==> src/rtl/mult_rr_scheduler.sv <==
// Round-robin arbiter sharing one 8x8 shift-add multiplier; result held until the owner acks.
// Optional MULT_RR_SCHEDULER_EARLY_TERM_EN: leave MUL as soon as the remaining multiplier bits are zero.
module mult_rr_scheduler #(
  parameter int NREQ = 4,
  parameter int IDXW = 2
) (
  input  logic              i_clock,
  input  logic              i_reset,
  input  logic [NREQ-1:0]   i_req,
  input  logic [NREQ*8-1:0] i_a_in,
  input  logic [NREQ*8-1:0] i_b_in,
  input  logic [NREQ-1:0]   i_ack,
  output logic [NREQ-1:0]   o_gnt,
  output logic [NREQ-1:0]   o_done,
  output logic [15:0]       o_prod,
  output logic [IDXW-1:0]   o_owner,
  output logic              o_busy,
  output logic              o_eop
);

  typedef enum logic [1:0] {
    S_IDLE = 2'd0,
    S_MUL  = 2'd1,
    S_DONE = 2'd2
  } state_t;

  state_t            r_state;
  state_t            w_next;

  logic [NREQ-1:0]   r_gnt;
  logic [NREQ-1:0]   r_done;
  logic [15:0]       r_prod;
  logic [15:0]       r_acc;
  logic [15:0]       r_mcand;
  logic [7:0]        r_mplier;
  logic [2:0]        r_cnt;
  logic [IDXW-1:0]   r_owner;
  logic [IDXW-1:0]   r_last;

  logic              w_any;
  logic [IDXW:0]     w_idx;
  logic [IDXW-1:0]   w_winner;
  logic [15:0]       w_acc_sum;
  logic              w_mul_last;

  // Scan from farthest to nearest so the requester closest after r_last is assigned last and wins.
  always_comb begin
    w_any    = |i_req;
    w_winner = '0;
    w_idx    = '0;
    for (int k = NREQ; k >= 1; k--) begin
      w_idx = {1'b0, r_last} + (IDXW+1)'(k);
      if (w_idx >= (IDXW+1)'(NREQ)) begin
        w_idx = w_idx - (IDXW+1)'(NREQ);
      end
      if (i_req[w_idx[IDXW-1:0]]) begin
        w_winner = w_idx[IDXW-1:0];
      end
    end
  end

  always_comb begin
    w_acc_sum = r_mplier[0] ? (r_acc + r_mcand) : r_acc;
`ifdef MULT_RR_SCHEDULER_EARLY_TERM_EN
    w_mul_last = (r_cnt == 3'd7) || (r_mplier[7:1] == 7'd0);
`else
    w_mul_last = (r_cnt == 3'd7);
`endif
  end

  always_ff @(posedge i_clock) begin
    if (i_reset) begin
      r_state <= S_IDLE;
    end else begin
      r_state <= w_next;
    end
  end

  always_comb begin
    w_next = r_state;
    case (r_state)
      S_IDLE:  if (w_any)           w_next = S_MUL;
      S_MUL:   if (w_mul_last)      w_next = S_DONE;
      S_DONE:  if (i_ack[r_owner])  w_next = S_IDLE;
      default:                      w_next = S_IDLE;
    endcase
  end

  always_comb begin
    o_busy = (r_state != S_IDLE);
    o_eop  = |r_done;
  end

  // Datapath: operands are captured only on the grant edge.
  always_ff @(posedge i_clock) begin
    if (i_reset) begin
      r_gnt    <= '0;
      r_done   <= '0;
      r_prod   <= '0;
      r_acc    <= '0;
      r_mcand  <= '0;
      r_mplier <= '0;
      r_cnt    <= '0;
      r_owner  <= '0;
      r_last   <= IDXW'(NREQ-1);
    end else begin
      r_gnt <= '0;
      case (r_state)
        S_IDLE: begin
          if (w_any) begin
            r_gnt[w_winner] <= 1'b1;
            r_owner         <= w_winner;
            r_last          <= w_winner;
            r_mplier        <= i_a_in[8*w_winner +: 8];
            r_mcand         <= {8'b0, i_b_in[8*w_winner +: 8]};
            r_acc           <= '0;
            r_prod          <= '0;
            r_cnt           <= '0;
          end
        end
        S_MUL: begin
          r_acc    <= w_acc_sum;
          r_mcand  <= r_mcand << 1;
          r_mplier <= r_mplier >> 1;
          r_cnt    <= r_cnt + 3'd1;
          if (w_mul_last) begin
            r_prod          <= w_acc_sum;
            r_done[r_owner] <= 1'b1;
          end
        end
        S_DONE: begin
          if (i_ack[r_owner]) begin
            r_done <= '0;
          end
        end
        default: ;
      endcase
    end
  end

  assign o_gnt   = r_gnt;
  assign o_done  = r_done;
  assign o_prod  = r_prod;
  assign o_owner = r_owner;

endmodule
==> config.mk <==
export PLATFORM = sky130hd
export DESIGN_NAME = mult_rr_scheduler
export DESIGN_NICKNAME = d
export VERILOG_FILES = /design/src/rtl/mult_rr_scheduler.sv
export SDC_FILE = /design/constraint.sdc
export NUM_CORES = 1
export LEC_CHECK = 0
export ABC_AREA = 1
export ABC_CLOCK_PERIOD_IN_PS = 1850
export CORE_ASPECT_RATIO = 0.8
export CORE_MARGIN = 2
export CORE_UTILIZATION = 47
export DETAILED_ROUTE_END_ITERATION = 8
export GPL_ROUTABILITY_DRIVEN = 1
export PLACE_DENSITY = 0.9
export SKIP_CTS_REPAIR_TIMING = 1
export SYNTH_ARGS = -nofsm -noshare
export SYNTH_HDL_FRONTEND = slang
export SYNTH_SLANG_ARGS = --single-unit
export TNS_END_PERCENT = 10
==> constraint.sdc <==
create_clock -name i_clock -period 1.85 [get_ports i_clock]
set_input_delay 0.2775 -clock i_clock [delete_from_list [all_inputs] [get_ports i_clock]]
set_output_delay 0.2775 -clock i_clock [all_outputs]
set_load 0.01 [all_outputs]
==> run_results.csv <==
group,metric,value,unit
floorplan,start_util,48.8,%
run_status,violations,"setup timing",
hold_path,hp-class,"input pin to flop",
synthesis,synth_edf_count,0,
synthesis,yosysSeqAreaShare,30.8,%
setup_path,critPathKind,"flop to flop",
detailed_routing,first_pass_iters,8,
floorplan,die_height,93.9,um
timing,worst_pin_slew,649,ps
run_status,status,"finished with violations",
synthesis,netlist_area,4750,um^2
synthesis,synth_cell_types,39,
clock_tree,clk_latency,350,ps
detailed_routing,viasPerCell,5.65,
pwr,total_power,7.20,mW
detailed_routing,ant_nets,0,
timing,setup-violations-final,7,
synthesis,synth.ff_latch_count,73,
timing,finalClockSkew,9.44,ps
timing,grt_setup_unrepaired,"true",
cells_and_area,fin_cells,989,
timing,fin_crit,1960,ps
floorplan,core_area,9730,um^2
timing,setup_ws,-112,ps
cells_and_area,layout-drive-gt1-share,25.0,%
synthesis,yosysWarnings,0,
placement,port_buffers,101,
detailed_routing,wire_per_inst,17.0,um
cells_and_area,layout.nets,940,
clock_tree,htree_levels,3,
setup_path,cp.required,2110,ps
clock_tree,cts_tree,"done",
clock_tree,cts_made_buffers,9,
synthesis,synth_cells,709,
floorplan,rows,32,
setup_path,crit_path_end_kind,"flop",
synthesis,syn_nets,801,
synthesis,synthTopCellsByArea,"dfxtp_1, nand2_1, a21oi_1",
global_route,first_global_vias,4840,
clock_tree,cts_root_buf,"clkbuf_16",
global_route,grt_use_total,25.8,%
synthesis,synth_top_flop_cell,"dfxtp_1",
global_route,antenna_found_initial,0,
synthesis,synth_top_area_share,30.8,%
job,drv_cap,0,
placement,dp.cells,965,
synthesis,synth.most_common_cell,"nand2_1",
setup_path,crit_arrival,2230,ps
timing,period_share,106,%
synthesis,synthTopCellsByCount,"nand2_1, dfxtp_1, a21oi_1",
setup_path,crit_fanout,3,
floorplan,die_area,10900,um^2
timing,hold_violations,0,
synthesis,async_reset_ff_share,0,%
clock_tree,clock-sinks,73,
clock_tree,clkTransAtPathRegs,70,ps
cells_and_area,final_core_util,71.7,%
cells_and_area,antenna_cells,0,
pwr,combinationalPowerShare,47.3,%
detailed_routing,route.vias.total,5587,
placement,place_congestion,0.914,
placement,hpwl,9820,um
timing,max_freq,510,MHz
pwr,p_per_area,1030,nW/um^2
pwr,switching_share,39.7,%
detailed_routing,drc,0,
clock_tree,max-clock-path-buffers,2,
global_route,grt_pass1_wl,22400,um
global_route,grt-ovfl-total,0,
synthesis,synth_top_area_cell,"dfxtp_1",
pwr,pwr-share-clk,25.6,%
pwr,intPower,4.35,mW
global_route,grt_max_degree,37,
floorplan,pin_count,102,
pwr,switchingPower,2.86,mW
timing,drv_slew,0,
timing,slew-limit-headroom,56.7,%
pwr,leakage,3.01,nW
pwr,ir_drop,0.000680,V
pwr,seqPwrFrac,27.1,%
cells_and_area,area_growth,46.8,%
setup_path,worst_setup_path_start_kind,"flop",
floorplan,die_w,116,um
synthesis,postSynthAreaPerCell,6.70,um^2
detailed_routing,first_iter_violations,767,
detailed_routing,wirelength,16800,um
==> state kept, by name (all words and copies together) (netlist names) <==
| register | flops |
|---|---|
| r_cnt | 3 |
| o_gnt | 4 |
| o_done | 4 |
| o_prod | 16 |
| r_mplier | 8 |
| r_state | 2 |
| r_mcand | 16 |
| o_owner | 2 |
| r_last | 2 |
| r_acc | 16 |
==> cell families (layout without fill, tap and decap cells) <==
kind of cell	count (synthesis)	in the layout	synth area share, %
AND/OR/NAND/NOR	363	363	33.8
AO/OA/AOI/OAI	142	142	17.0
buffers and inverters	104	248	12.0
flip-flops	73	73	30.8
adder cells (fa/ha/maj)	18	18	4.90
XOR/XNOR	9	9	1.66
==> placed cells by master (no fill, tap or decap), types with 3 or more instances in the layout <==
cell type,instances
o21ai_2,7
nand3_2,26
inv_2,4
a21oi_1,58
nor2_1,46
inv_1,62
dlymetal6s2s_1,4
xor2_1,5
buf_4,51
ha_4,11
buf_12,6
dfxtp_2,14
o21ai_0,26
xor2_2,3
o22ai_1,11
nand3_1,34
inv_8,3
dfxtp_1,58
nand2_2,24
a21oi_2,25
clkbuf_16,12
nor3_1,4
o21ai_1,4
nand2_4,6
nand4_1,4
ha_1,6
clkdlybuf4s50_1,96
nand2_1,208
==> critical path, cell delays in order (launching register included) <==
cell and delay, ps:
dfxtp_2 350, ha_1 330, inv_1 100, o21bai_1 120, o21bai_1 210, a31oi_1 250, nand3_1 150, nand3_1 140
nand2_1 80, a21oi_1 150
==> routing by layer <==
| layer | GRT usage [%] | vias up | share of wire (%) |
|---|---|---|---|
| li1 | - | 2584 | - |
| met1 | 36.4 | 2563 | 41 |
| met2 | 39.1 | 362 | 45 |
| met3 | 4.39 | 78 | 9.8 |
| met4 | 10.3 | 0 | 4.2 |
| met5 | 0 | - | 0 |
==> area by class of cell <==
class,count,area [um^2]
Sequential cell,73,1480
Fill cell,638,2760
Clock inverter,7,85.1
Multi-Input combinational cell,532,3110
Timing Repair Buffer,164,1630
Clock buffer,9,225
Inverter,68,265
Tap cell,136,170
==> through the flow <==
stage          setup TNS (ps)  hold slack, ps  area [um^2]  setup slack [ps]
2_1_floorplan               0             433         4750              20.3
3_3_place_gp            -9130             452         6110              -233
3_5_place_dp           -12020             459         6110              -308
4_1_cts                 -2190             249         6420              -247
5_1_grt                 -2260             300         6970              -180
6_report                 -445             272         6970              -112
==> power groups by stage <==
stage	registers [mW]	clock network (mW)	logic (mW)
2_1_floorplan	1.92	0	1.90
3_3_place_gp	1.92	0	2.64
3_5_place_dp	1.92	0	2.70
4_1_cts	1.90	1.83	2.74
5_1_grt	1.97	1.89	3.64
6_report	1.95	1.84	3.41
==> path summary, 6_finish.rpt <==
kind	cells after the start	slack, ps	start	to
min	2	270	i_reset	r_mplier[1]
max reg2reg	9	-110	r_acc[12]	o_prod[13]
max	9	-110	r_acc[12]	o_prod[13]
min reg2reg	2	480	o_done[3]	o_done[3]
No activity file was read; power rests on OpenSTA's default activity.
==> edit 1: new RTL, same flow settings <==
Reset style: asynchronous (`i_reset`), changed in 2 clocked blocks.
--- a/src/rtl/mult_rr_scheduler.sv
+++ b/src/rtl/mult_rr_scheduler.sv
@@ -69,5 +69,5 @@
   end
 
-  always_ff @(posedge i_clock) begin
+  always_ff @(posedge i_clock or posedge i_reset) begin
     if (i_reset) begin
       r_state <= S_IDLE;
@@ -93,5 +93,5 @@
 
   // Datapath: operands are captured only on the grant edge.
-  always_ff @(posedge i_clock) begin
+  always_ff @(posedge i_clock or posedge i_reset) begin
     if (i_reset) begin
       r_gnt    <= '0;
Behaviour: differs if i_reset is asserted again (counterexample within 4 cycles, from zero or initial values and one cycle with i_reset high); with i_reset held inactive, the same outputs for 4 cycles.
==> edit 1 against the unedited design <==
The flow still finishes with violations (negative setup slack). Die area is 2.3% lower. Design area is 0.29% lower. Routed wire length is 6.1% lower. Cell count shrank 6.2%. Synthesized area is 2.4% lower. Sequential cell count unchanged. Setup slack got worse by 0.28 ns. Non-clock buffer count down 3. Maximum frequency shrank 13%.
Power is not compared: it rests on default switching activity, and its combinational part moved more than twofold at a synthesized area within 25%.
==> edit 1: results (changes against the unedited design) <==
ys async rst share=100% (+100 points); post-route setup slack=-0.394 ns (-0.283 ns); max incr delay on CP=0.66 ns (+0.31 ns); skew final=0.00534 ns (-0.00410 ns); status=finished, violations left; share of layout cells above drive strength 1=22.0% (-3.0 points); Post-synth top flop=dfrtp_1; synth unique cells=40 (+2.6%); Starting DRT DRC Count=643 (-16%); vias in the first global route=4685 (-3.2%); failing checks=negative setup slack; drt pass-1 iters=6 (-2); Worst EP arrival=2.51 ns (+0.28 ns); Filler cells=669 (+4.9%); slowest CP cell=dfstp_2; WL per Instance=17.0 µm (about the same); largest net degree at the start of global routing=74 (+100%); RD Place Congestion=0.906 (-0.89%); Layout Cells excl Fill=928 (-6.2%); Setup WS pre-CTS=-0.293 ns (+0.0156 ns); Crit Path Max Fanout=7 (+4); Mapped Nets=748 (-6.6%); first-pass GRT wire length=21000 µm (-6.2%); final net count=896 (-4.7%); final setup fails=40 (+33); Syn Area/Cell=7.07 µm² (+5.5%); DP HPWL=9350 µm (-4.8%); Setup TNS=-6.18 ns (-5.74 ns)
[edit 1: per-stage QoR]
step / power, mW / cell area (µm²)
after floorplan: 8.52 / 4640
after global routing: 16.4 / 6950
after detailed placement: 11.2 / 6040
after CTS: 13.0 / 6340
after global placement: 10.9 / 6040
final: 15.4 / 6950
[edit 1: power by group]
group	leakage (nW)	internal, mW	switching (mW)
Combinational	2.42	4.44	6.27
Clock	0.148	1.07	0.672
Sequential	0.910	2.36	0.616
[edit 1: path summary, 6_finish.rpt]
kind | slack, ns | start | cells after the start | end
min in group i_clock | 0.49 | o_prod[7] | 2 | o_prod[7]
setup / recovery | -0.39 | r_last[0] | 14 | r_mplier[7]
setup reg to reg | -0.39 | r_last[0] | 14 | r_mplier[7]
max in group asynchronous | 1.12 | i_reset | 3 | r_acc[7]
hold reg to reg | 0.49 | o_prod[7] | 2 | o_prod[7]
hold / removal | 0.39 | i_reset | 3 | o_done[3]
[edit 1: logic make-up (layout without fill, tap and decap cells)]
logic type	count (synthesis)	after routing	synth area share (%)
flip-flops	73	73	39.4
AO/OA/AOI/OAI	102	102	12.8
buffers and inverters	75	225	7.50
XOR/XNOR	6	6	1.13
AND/OR/NAND/NOR	382	385	34.1
adder cells (fa/ha/maj)	18	18	5.02
[edit 1: critical path, delay by kind of cell (launching register included)]
kind | cells | cell delay, ns
flops | 1 | 0.66
simple gates | 11 | 1.08
buf+inv | 3 | 0.44
[edit 1: area by class of cell]
cell class	instances	area share, %
tap	119	2.14
clock inverter	6	0.828
sequential	73	26.3
clock buffer	10	3.44
multi-input combinational	511	41.7
inverter	48	2.86
timing repair buffer	161	22.7
[edit 1: per-layer routing]
layer  wire length (µm)  track usage (%)
met5                  0                0
met4                613             8.84
met3               1410             4.78
met2               7420             39.3
met1               6370             32.9
==> edit 2: new RTL, config.mk and constraints unchanged <==
Made on the original files. Set the parameter `NREQ` to 2 (it was 4).
--- a/src/rtl/mult_rr_scheduler.sv
+++ b/src/rtl/mult_rr_scheduler.sv
@@ -2,5 +2,5 @@
 // Optional MULT_RR_SCHEDULER_EARLY_TERM_EN: leave MUL as soon as the remaining multiplier bits are zero.
 module mult_rr_scheduler #(
-  parameter int NREQ = 4,
+  parameter int NREQ = 2,
   parameter int IDXW = 2
 ) (
Interface: changed (6 resized); port bits go from 102 to 62. The function was not compared with the original's and may differ.
==> edit 2 against the unedited design <==
Synthesized cell count shrank 22%. Sequential cell count fell by 5. Design area fell by 30%. Via count shrank 29%. Routed wire length shrank 38%. Setup slack improved by 0.19 ns. Synthesized area down 19%. Worst hold slack better by 0.20 ns. Largest cell class unchanged. Utilization shrank 9.6 points. Cell count shrank 27%. Clock skew about the same.
Power is not compared: it rests on default switching activity, and its combinational part moved more than twofold at a synthesized area within 25%.
==> edit 2: results (changes against the unedited design) <==
status=finished, final reports clean; placed insts=710 (-26%); top cell type's share of synthesized area=35.5% (+4.7 points); share of layout cells above drive strength 1=12.8% (-12 points); HP Class=reg2reg; WHS=0.470 ns (+0.198 ns); Starting DRT DRC Count=377 (-51%); Mapped Nets=610 (-24%); synth unique cells=36 (-7.7%); Synth Area in Compound Gates=20.6% (+3.6 points); XOR/XNOR Fraction of Synth Area=1.14% (-0.52 points); slew margin rel.=58.3% (+1.7 points); synth top area cells=dfxtp_1, nand2_1, a21oi_1; Worst EP arrival=1.99 ns (-0.24 ns); post-synthesis adder-cell area fraction=6.07% (+1.2 points); slowest CP cell=fa_2; root buf cell=clkbuf_8; drt pass-1 iters=5 (-3); first-pass GRT wire length=17300 µm (-23%); met3 GRT Util=7.07% (+2.7 points); Detail Route met3 WL=826 µm (-50%); clock slew at reported path FFs=0.07 ns (about the same); RD Place Congestion=0.902 (-1.3%); max incr delay on CP=0.37 ns (+0.02 ns); total track usage=23.8% (-2.1 points); vias in the first global route=3896 (-20%); most frequent cells after synthesis=nand2_1, inv_1, dfxtp_1; final net count=669 (-29%); DR WL met2=5050 µm (-33%); skew final=0.00938 ns (-0.0000572 ns); synthesized instance count=554 (-22%); met2 Use GR=40.5% (+1.4 points); wl on met1=4290 µm (-38%); via/cell ratio=5.43 (-3.9%); register area share after synthesis=35.5% (+4.7 points); post-detailed-routing wire length=10400 µm (-38%); WL per Instance=14.3 µm (-16%)
## edit 2: cell types whose count changed in the layout (fill, tap and decap cells not counted), moves of 10 or more
cell,delta
nand2_1,-70
buf_4,-42
clkdlybuf4s50_1,-35
nand3_2,-24
o21ai_0,-24
o21ai_1,+17
nor2_1,-16
nand2_2,-15
a22o_1,+14
inv_1,+13
clkbuf_16,-12
dfxtp_2,-12
a21oi_2,-10
nand3_1,-10
## edit 2: worst paths after layout
check        startpoint         to  slack [ns]  cells after the start
max            r_acc[0]  o_prod[6]        0.08                     10
max reg2reg    r_acc[0]  o_prod[6]        0.08                     10
min            r_cnt[0]   r_cnt[0]        0.47                      1
min reg2reg    r_cnt[0]   r_cnt[0]        0.47                      1
## edit 2: through the flow
stage	worst slack, ns	cell area (µm²)
floorplan	0.138	3830
global placement	-0.117	4550
detailed placement	-0.192	4550
CTS	-0.0964	4770
global route	-0.0419	4910
finish	0.0752	4910
## edit 2: layout make-up
cell class / count / area (µm²)
fill: 655 / 3000
inverter: 84 / 315
timing repair buffer: 72 / 718
clock inverter: 5 / 85.1
sequential: 68 / 1360
multi-input combinational: 378 / 2160
clock buffer: 11 / 131
tap: 108 / 135
## edit 2: worst max-delay path: cells and delay by family (launching register included)
family / cells / cell delay [ns]
AOI/OAI and AO/OA: 2 / 0.30
adders and majority gates: 2 / 0.53
DFF: 1 / 0.34
and+or+nand+nor: 6 / 0.48
## edit 2: cells by family after synthesis
logic type,Yosys count
simple gates,223
compound gates,132
buf+inv,108
flops,68
fa+ha+maj,18
xor+xnor,5
## edit 2: power breakdown
| part | leakage, nW | total [mW] | internal [mW] | switching [mW] |
|---|---|---|---|---|
| registers | 0.557 | 1.62 | 1.56 | 0.0649 |
| logic | 1.32 | 0.786 | 0.354 | 0.432 |
| clock network | 0.104 | 1.35 | 0.767 | 0.582 |
